==> src/rtl/mdeshuffle_unit.sv <==
// Matrix-store deshuffle unit: reads one beat per lane from the MRF, reorders the
// lane-interleaved elements back into sequential order and hands each beat to the
// sequential store buffer. Store instructions are queued in a small info FIFO.
module mdeshuffle_unit #(
    parameter int unsigned NR_EXITS      = 4,
    parameter int unsigned DLEN          = 64,
    parameter int unsigned INFO_DEP      = 4,
    parameter int unsigned SETS_PER_MREG = 8,
    parameter int unsigned SET_BITS      = 7,
    parameter int unsigned CNT_BITS      = 8,
    parameter int unsigned REQ_ID_BITS   = 3
) (
    input  logic                         clk_i,
    input  logic                         rst_ni,
    // store-instruction handshake
    input  logic                         meta_valid_i,
    output logic                         meta_ready_o,
    input  logic [REQ_ID_BITS-1:0]       meta_req_id_i,
    input  logic [1:0]                   meta_sew_i,
    input  logic [2:0]                   meta_md_i,
    input  logic [CNT_BITS-1:0]          meta_cmt_cnt_i,
    // per-lane MRF read request
    output logic [NR_EXITS-1:0]          rd_req_valid_o,
    input  logic [NR_EXITS-1:0]          rd_req_ready_i,
    output logic [SET_BITS-1:0]          rd_req_set_o,
    // per-lane read data
    input  logic [NR_EXITS-1:0]          rxs_valid_i,
    output logic [NR_EXITS-1:0]          rxs_ready_o,
    input  logic [NR_EXITS*DLEN-1:0]     rxs_data_i,
    // sequential store buffer
    output logic                         tx_seq_valid_o,
    input  logic                         tx_seq_ready_i,
    output logic [NR_EXITS*DLEN-1:0]     tx_seq_nb_o,
    // per-id completion pulse
    output logic [2**REQ_ID_BITS-1:0]    pe_resp_done_o
);

    localparam int unsigned IdxW  = $clog2(INFO_DEP);
    localparam int unsigned BeatW = NR_EXITS * DLEN;

    typedef enum logic [0:0] {StIssue, StGather} phase_e;

    // instruction-info queue; set and cnt of the head entry advance per beat
    logic [REQ_ID_BITS-1:0] q_id  [INFO_DEP];
    logic [1:0]             q_sew [INFO_DEP];
    logic [CNT_BITS-1:0]    q_cnt [INFO_DEP];
    logic [SET_BITS-1:0]    q_set [INFO_DEP];

    // pointers carry a wrap flag in the MSB
    logic [IdxW:0] wr_ptr_q, rd_ptr_q;
    logic [IdxW-1:0] wr_idx, rd_idx;
    logic empty, full, enq, deq;

    phase_e                 phase_q;
    logic [NR_EXITS-1:0]    acc_q, acc_d;
    logic [NR_EXITS-1:0]    slot_q, rxs_fire;
    logic [DLEN-1:0]        slot_data_q [NR_EXITS];
    logic                   tx_valid_q;
    logic [BeatW-1:0]       tx_nb_q;
    logic [2**REQ_ID_BITS-1:0] done_q;

    logic [REQ_ID_BITS-1:0] head_id;
    logic [1:0]             head_sew;
    logic [CNT_BITS-1:0]    head_cnt;
    logic [SET_BITS-1:0]    head_set;
    logic                   commit, last;
    logic [BeatW-1:0]       gath, desh;

    // queue status and head-entry view
    always_comb begin
        wr_idx   = wr_ptr_q[IdxW-1:0];
        rd_idx   = rd_ptr_q[IdxW-1:0];
        empty    = (wr_ptr_q == rd_ptr_q);
        full     = (wr_idx == rd_idx) && (wr_ptr_q[IdxW] != rd_ptr_q[IdxW]);
        head_id  = q_id[rd_idx];
        head_sew = q_sew[rd_idx];
        head_cnt = q_cnt[rd_idx];
        head_set = q_set[rd_idx];
    end

    // handshakes, beat completion and commit decision
    always_comb begin
        meta_ready_o   = !full;
        enq            = meta_valid_i && !full;
        rd_req_valid_o = (phase_q == StIssue && !empty) ? ~acc_q : '0;
        rd_req_set_o   = head_set;
        acc_d          = acc_q | (rd_req_valid_o & rd_req_ready_i);
        rxs_ready_o    = (phase_q == StGather) ? ~slot_q : '0;
        rxs_fire       = rxs_valid_i & rxs_ready_o;
        // data arriving this cycle completes the beat without waiting a cycle
        commit         = (phase_q == StGather) && (&(slot_q | rxs_fire)) &&
                         (!tx_valid_q || tx_seq_ready_i);
        last           = commit && (head_cnt == '0);
        deq            = last;
        tx_seq_valid_o = tx_valid_q;
        tx_seq_nb_o    = tx_nb_q;
        pe_resp_done_o = done_q;
    end

    // merge held slots with data arriving this cycle
    always_comb begin
        gath = '0;
        for (int l = 0; l < NR_EXITS; l++) begin
            gath[l*DLEN +: DLEN] = slot_q[l] ? slot_data_q[l] : rxs_data_i[l*DLEN +: DLEN];
        end
    end

    // element k of the beat comes from lane k mod NR_EXITS, element slot k div NR_EXITS
    always_comb begin
        desh = '0;
        unique case (head_sew)
            2'd0: for (int k = 0; k < BeatW / 8; k++)
                desh[k*8 +: 8] = gath[(k % NR_EXITS)*DLEN + (k / NR_EXITS)*8 +: 8];
            2'd1: for (int k = 0; k < BeatW / 16; k++)
                desh[k*16 +: 16] = gath[(k % NR_EXITS)*DLEN + (k / NR_EXITS)*16 +: 16];
            2'd2: for (int k = 0; k < BeatW / 32; k++)
                desh[k*32 +: 32] = gath[(k % NR_EXITS)*DLEN + (k / NR_EXITS)*32 +: 32];
            2'd3: for (int k = 0; k < BeatW / 64; k++)
                desh[k*64 +: 64] = gath[(k % NR_EXITS)*DLEN + (k / NR_EXITS)*64 +: 64];
            default: desh = '0;
        endcase
    end

    // queue pointers
    always_ff @(posedge clk_i or negedge rst_ni) begin
        if (!rst_ni) begin
            wr_ptr_q <= '0;
            rd_ptr_q <= '0;
        end else begin
            if (enq) wr_ptr_q <= wr_ptr_q + 1'b1;
            if (deq) rd_ptr_q <= rd_ptr_q + 1'b1;
        end
    end

    // beat FSM with registered accept/slot/valid/done state
    always_ff @(posedge clk_i or negedge rst_ni) begin
        if (!rst_ni) begin
            phase_q    <= StIssue;
            acc_q      <= '0;
            slot_q     <= '0;
            tx_valid_q <= 1'b0;
            done_q     <= '0;
        end else begin
            done_q <= '0;
            if (last) done_q[head_id] <= 1'b1;
            if (commit) begin
                acc_q      <= '0;
                slot_q     <= '0;
                phase_q    <= StIssue;
                tx_valid_q <= 1'b1;
            end else begin
                if (tx_seq_ready_i) tx_valid_q <= 1'b0;
                unique case (phase_q)
                    StIssue: begin
                        acc_q <= acc_d;
                        if (!empty && (&acc_d)) phase_q <= StGather;
                    end
                    StGather: slot_q <= slot_q | rxs_fire;
                    default: phase_q <= StIssue;
                endcase
            end
        end
    end

    // unreset payload: queue entries, gather slots, output beat
    always_ff @(posedge clk_i) begin
        if (enq) begin
            q_id[wr_idx]  <= meta_req_id_i;
            q_sew[wr_idx] <= meta_sew_i;
            q_cnt[wr_idx] <= meta_cmt_cnt_i;
            q_set[wr_idx] <= SET_BITS'(meta_md_i * SETS_PER_MREG);
        end
        if (commit) begin
            q_set[rd_idx] <= head_set + 1'b1;
            if (head_cnt != '0) q_cnt[rd_idx] <= head_cnt - 1'b1;
            tx_nb_q <= desh;
        end
        for (int l = 0; l < NR_EXITS; l++) begin
            if (rxs_fire[l]) slot_data_q[l] <= rxs_data_i[l*DLEN +: DLEN];
        end
    end

    // protocol checks on the lane interfaces
    a_rxs_in_gather: assert property (@(posedge clk_i) disable iff (!rst_ni)
        (|rxs_valid_i) |-> (phase_q == StGather));
    a_set_stable: assert property (@(posedge clk_i) disable iff (!rst_ni)
        (|(rd_req_valid_o & ~rd_req_ready_i)) |=> $stable(rd_req_set_o));

endmodule

==> config.mk <==
export PLATFORM = sky130hd
export DESIGN_NAME = mdeshuffle_unit
export DESIGN_NICKNAME = d
export VERILOG_FILES = /design/src/rtl/mdeshuffle_unit.sv
export SDC_FILE = /design/constraint.sdc
export NUM_CORES = 1
export LEC_CHECK = 0
export ABC_AREA = 1
export CAP_MARGIN = 0
export CELL_PAD_IN_SITES_DETAIL_PLACEMENT = 0
export CELL_PAD_IN_SITES_GLOBAL_PLACEMENT = 1
export CORE_UTILIZATION = 36
export CTS_CLUSTER_DIAMETER = 200
export CTS_CLUSTER_SIZE = 12
export DETAILED_ROUTE_END_ITERATION = 7
export GPL_TIMING_DRIVEN = 0
export PLACE_DENSITY_LB_ADDON = 0.1
export SLEW_MARGIN = 5
export SYNTH_ARGS = -nofsm -noshare
export SYNTH_HDL_FRONTEND = slang
export SYNTH_SLANG_ARGS = --single-unit
==> constraint.sdc <==
create_clock -name clk_i -period 14.95 [get_ports clk_i]
set_input_delay 2.99 -clock clk_i [delete_from_list [all_inputs] [get_ports clk_i]]
set_output_delay 2.99 -clock clk_i [all_outputs]
set_load 0.03 [all_outputs]
==> impl_metrics.py <==
metrics = {
    "run_status": {
        "outcome": "finished clean",
    },
    "floorplan": {
        "dieArea_mm2": 0.0795,
        "die_h_um": 282,
        "ios": 565,
        "start_util_pct": 36.4,
        "die_x_um": 282,
        "rows": 102,
        "fp.coreArea_mm2": 0.0775,
    },
    "power_and_ir_drop": {
        "p_comb_share_pct": 49.9,
        "power.switching_mw": 3.79,
        "p_leak_nw": 14.6,
        "power.internal_mw": 4.34,
        "finalPower_mw": 8.13,
        "clkPwrFrac_pct": 16.7,
        "pwr_density_cell_mw_per_mm2": 219,
        "seqPwrFrac_pct": 33.3,
        "p_sw_share_pct": 46.6,
        "ir_worst_vdd_mv": 0.100,
    },
    "synth": {
        "synth_ff_type": "edfxtp_1",
        "synth_cells": 2909,
        "postSynthAreaPerCell_um2": 9.69,
        "yosysWarnings": 0,
        "yosysSeqAreaShare_pct": 65.2,
        "ys_seq_elements": 616,
        "synth_cell_types": 35,
        "synthArstFlopShare_pct": 3.90,
        "syn_area_mm2": 0.0282,
        "syn_nets": 3204,
        "synth-edff-count": 592,
    },
    "final_layout": {
        "nets": 3849,
        "fillers": 7368,
        "final_cell_mix": "1568 x nand2_1, 592 x edfxtp_1, 563 x clkdlybuf4s50_1",
        "area_growth_pct": 31.6,
        "regArea_mm2": 0.0184,
        "final_common_cell": "nand2_1",
        "fin_cells": 4631,
        "drive_gt1_share_pct": 5.45,
        "post-route-util_pct": 47.9,
        "stdcell_area_mm2": 0.0371,
        "multi_input_area_mm2": 0.00877,
    },
    "routing": {
        "first_iter_violations": 2668,
        "vias_per_cell": 5.32,
        "wl_per_cell_um": 27.9,
        "drc": 0,
        "first_pass_iters": 6,
        "via_count": 24700,
        "ant_nets": 0,
        "drt_wl_total_mm": 129,
    },
    "placement": {
        "dp_hpwl_mm": 95.6,
        "preCtsSetupSlack_ns": 8.76,
        "portBuffers": 564,
        "dp.cells": 4535,
        "placed_cell_area_mm2": 0.0355,
        "globalplace.congestion": 0.915,
    },
    "clocking": {
        "clockRootBuffer": "clkbuf_16",
        "post_cts_buffers": 0,
        "cts_tree": "built",
        "cts.sinks": 616,
        "htree_levels": 2,
        "cts_resized": 0,
        "hold_buffers": 0,
        "clk_pin_slew_worst_paths_ns": 0.07,
        "numCtsBuffers": 57,
        "clk-insertion-delay-late_ns": 0.67,
        "clock_path_buffers": 3,
    },
    "sta": {
        "holdWs_ns": 0.503,
        "final_max_slew_viol_count": 0,
        "finalCriticalPeriod_ns": 6.41,
        "skew_ns": 0.0438,
        "fin_ws_ns": 8.54,
        "tns_ns": 0,
        "fmax_mhz": 156,
        "final-hold-violation-count": 0,
        "max_slew_margin_pct": 13.8,
        "fin_crit_sh_pct": 42.9,
        "setup_violations": 0,
        "worst_slew_pin_slew_ns": 1.29,
        "rsz0062_at_grt": "false",
    },
    "job": {
        "drv_cap": 0,
    },
    "critical_path": {
        "end_kind": "output port",
        "cp_max_fo": 10,
        "required_ns": 11.96,
        "cp.arrival_ns": 3.42,
        "critPathKind": "flip-flop to output port",
        "cp-start-kind": "flip-flop",
    },
    "global_route": {
        "grt.total_usage_pct": 32.0,
        "grt_pass1_wl_mm": 177,
        "grt_max_degree": 44,
        "grt_pass1_vias": 23900,
        "grt.overflow.total": 0,
        "grt_antenna_before_repair": 17,
    },
    "worst_hold_path": {
        "hold_class": "flip-flop to flip-flop",
    },
}
-- final timing paths --
path | from | end | slack [ns] | depth (start not counted)
worst max-delay path | slot_q[3]$_DFFE_PN0P_ | rxs_ready_o[3] | 8.54 | 5
min in group asynchronous | rst_ni | wr_ptr_q[1]$_DFFE_PN0P_ | 2.35 | 1
worst min-delay path | wr_ptr_q[2]$_DFFE_PN0P_ | wr_ptr_q[2]$_DFFE_PN0P_ | 0.50 | 1
worst max register to register | rd_ptr_q[0]$_DFFE_PN0P_ | q_set[2][2]$_SDFFCE_PN0P_ | 11.39 | 9
worst min register to register | wr_ptr_q[2]$_DFFE_PN0P_ | wr_ptr_q[2]$_DFFE_PN0P_ | 0.50 | 1
max in group asynchronous | rst_ni | pe_resp_done_o[6]$_DFF_PN0_ | 12.18 | 1
-- power groups by stage --
stage	registers (mW)	clock network [mW]	logic, mW
finish	2.71	1.36	4.06
global route	2.74	1.43	4.28
CTS	2.71	1.38	4.01
detailed placement	2.74	0	4.00
global placement	2.86	0	3.89
floorplan	3.18	0	1.70
-- flip-flops by register name, summed over array words and instances, names as in the netlist --
name and count:
slot_data_q 256, tx_seq_nb_o 256, q_cnt 32, q_set 28, q_id 12, pe_resp_done_o 8
q_sew 8, acc_q 4, slot_q 4, rd_ptr_q 3, wr_ptr_q 3, phase_q 1
tx_seq_valid_o 1
-- layout make-up --
cell class | instances | share of cell area (%)
sequential | 616 | 49.5
clock buffer | 79 | 4.06
timing repair buffer | 586 | 16.2
buffer | 153 | 1.92
clock inverter | 4 | 0.135
inverter | 98 | 0.991
tap | 1040 | 3.50
antenna | 13 | 0.0876
multi-input combinational | 2042 | 23.6
-- worst max-delay path: stages, from the launching register on --
cell	delay, ns
dfrtp_1	0.32
clkbuf_1	0.20
clkbuf_1	0.82
clkbuf_1	0.67
nor2_1	0.13
clkdlybuf4s50_1	0.62
-- synth_stat cells, types with 19 or more instances --
cell type / number / area share (%)
a31oi_1: 32 / 0.71
nand2_1: 1568 / 21
nand4_1: 43 / 0.95
o2111ai_1: 42 / 1.3
nand3_1: 120 / 2.1
nor2_1: 91 / 1.2
o21ai_0: 19 / 0.34
dfrtp_1: 24 / 2.1
o211ai_1: 32 / 0.85
inv_1: 87 / 1.2
o21ai_1: 25 / 0.44
edfxtp_1: 592 / 63
buf_2: 58 / 1.0
clkbuf_1: 69 / 0.92
-- kinds of logic after synthesis --
kind of cell | synth area share [%]
simple gates | 25.8
flops | 65.2
buf+inv | 3.83
compound gates | 4.10
fa+ha+maj | 0.488
mux | 0.355
xor+xnor | 0.302
-- per-layer routing --
layer	vias up	share of wire [%]	global-route usage, %
met4	18	4.1	12.4
met1	12000	39	40.9
li1	11000	-	-
met5	-	0.089	0
met3	262	9.5	7.25
met2	1328	47	52.5
No activity file was read; power rests on OpenSTA's default activity.
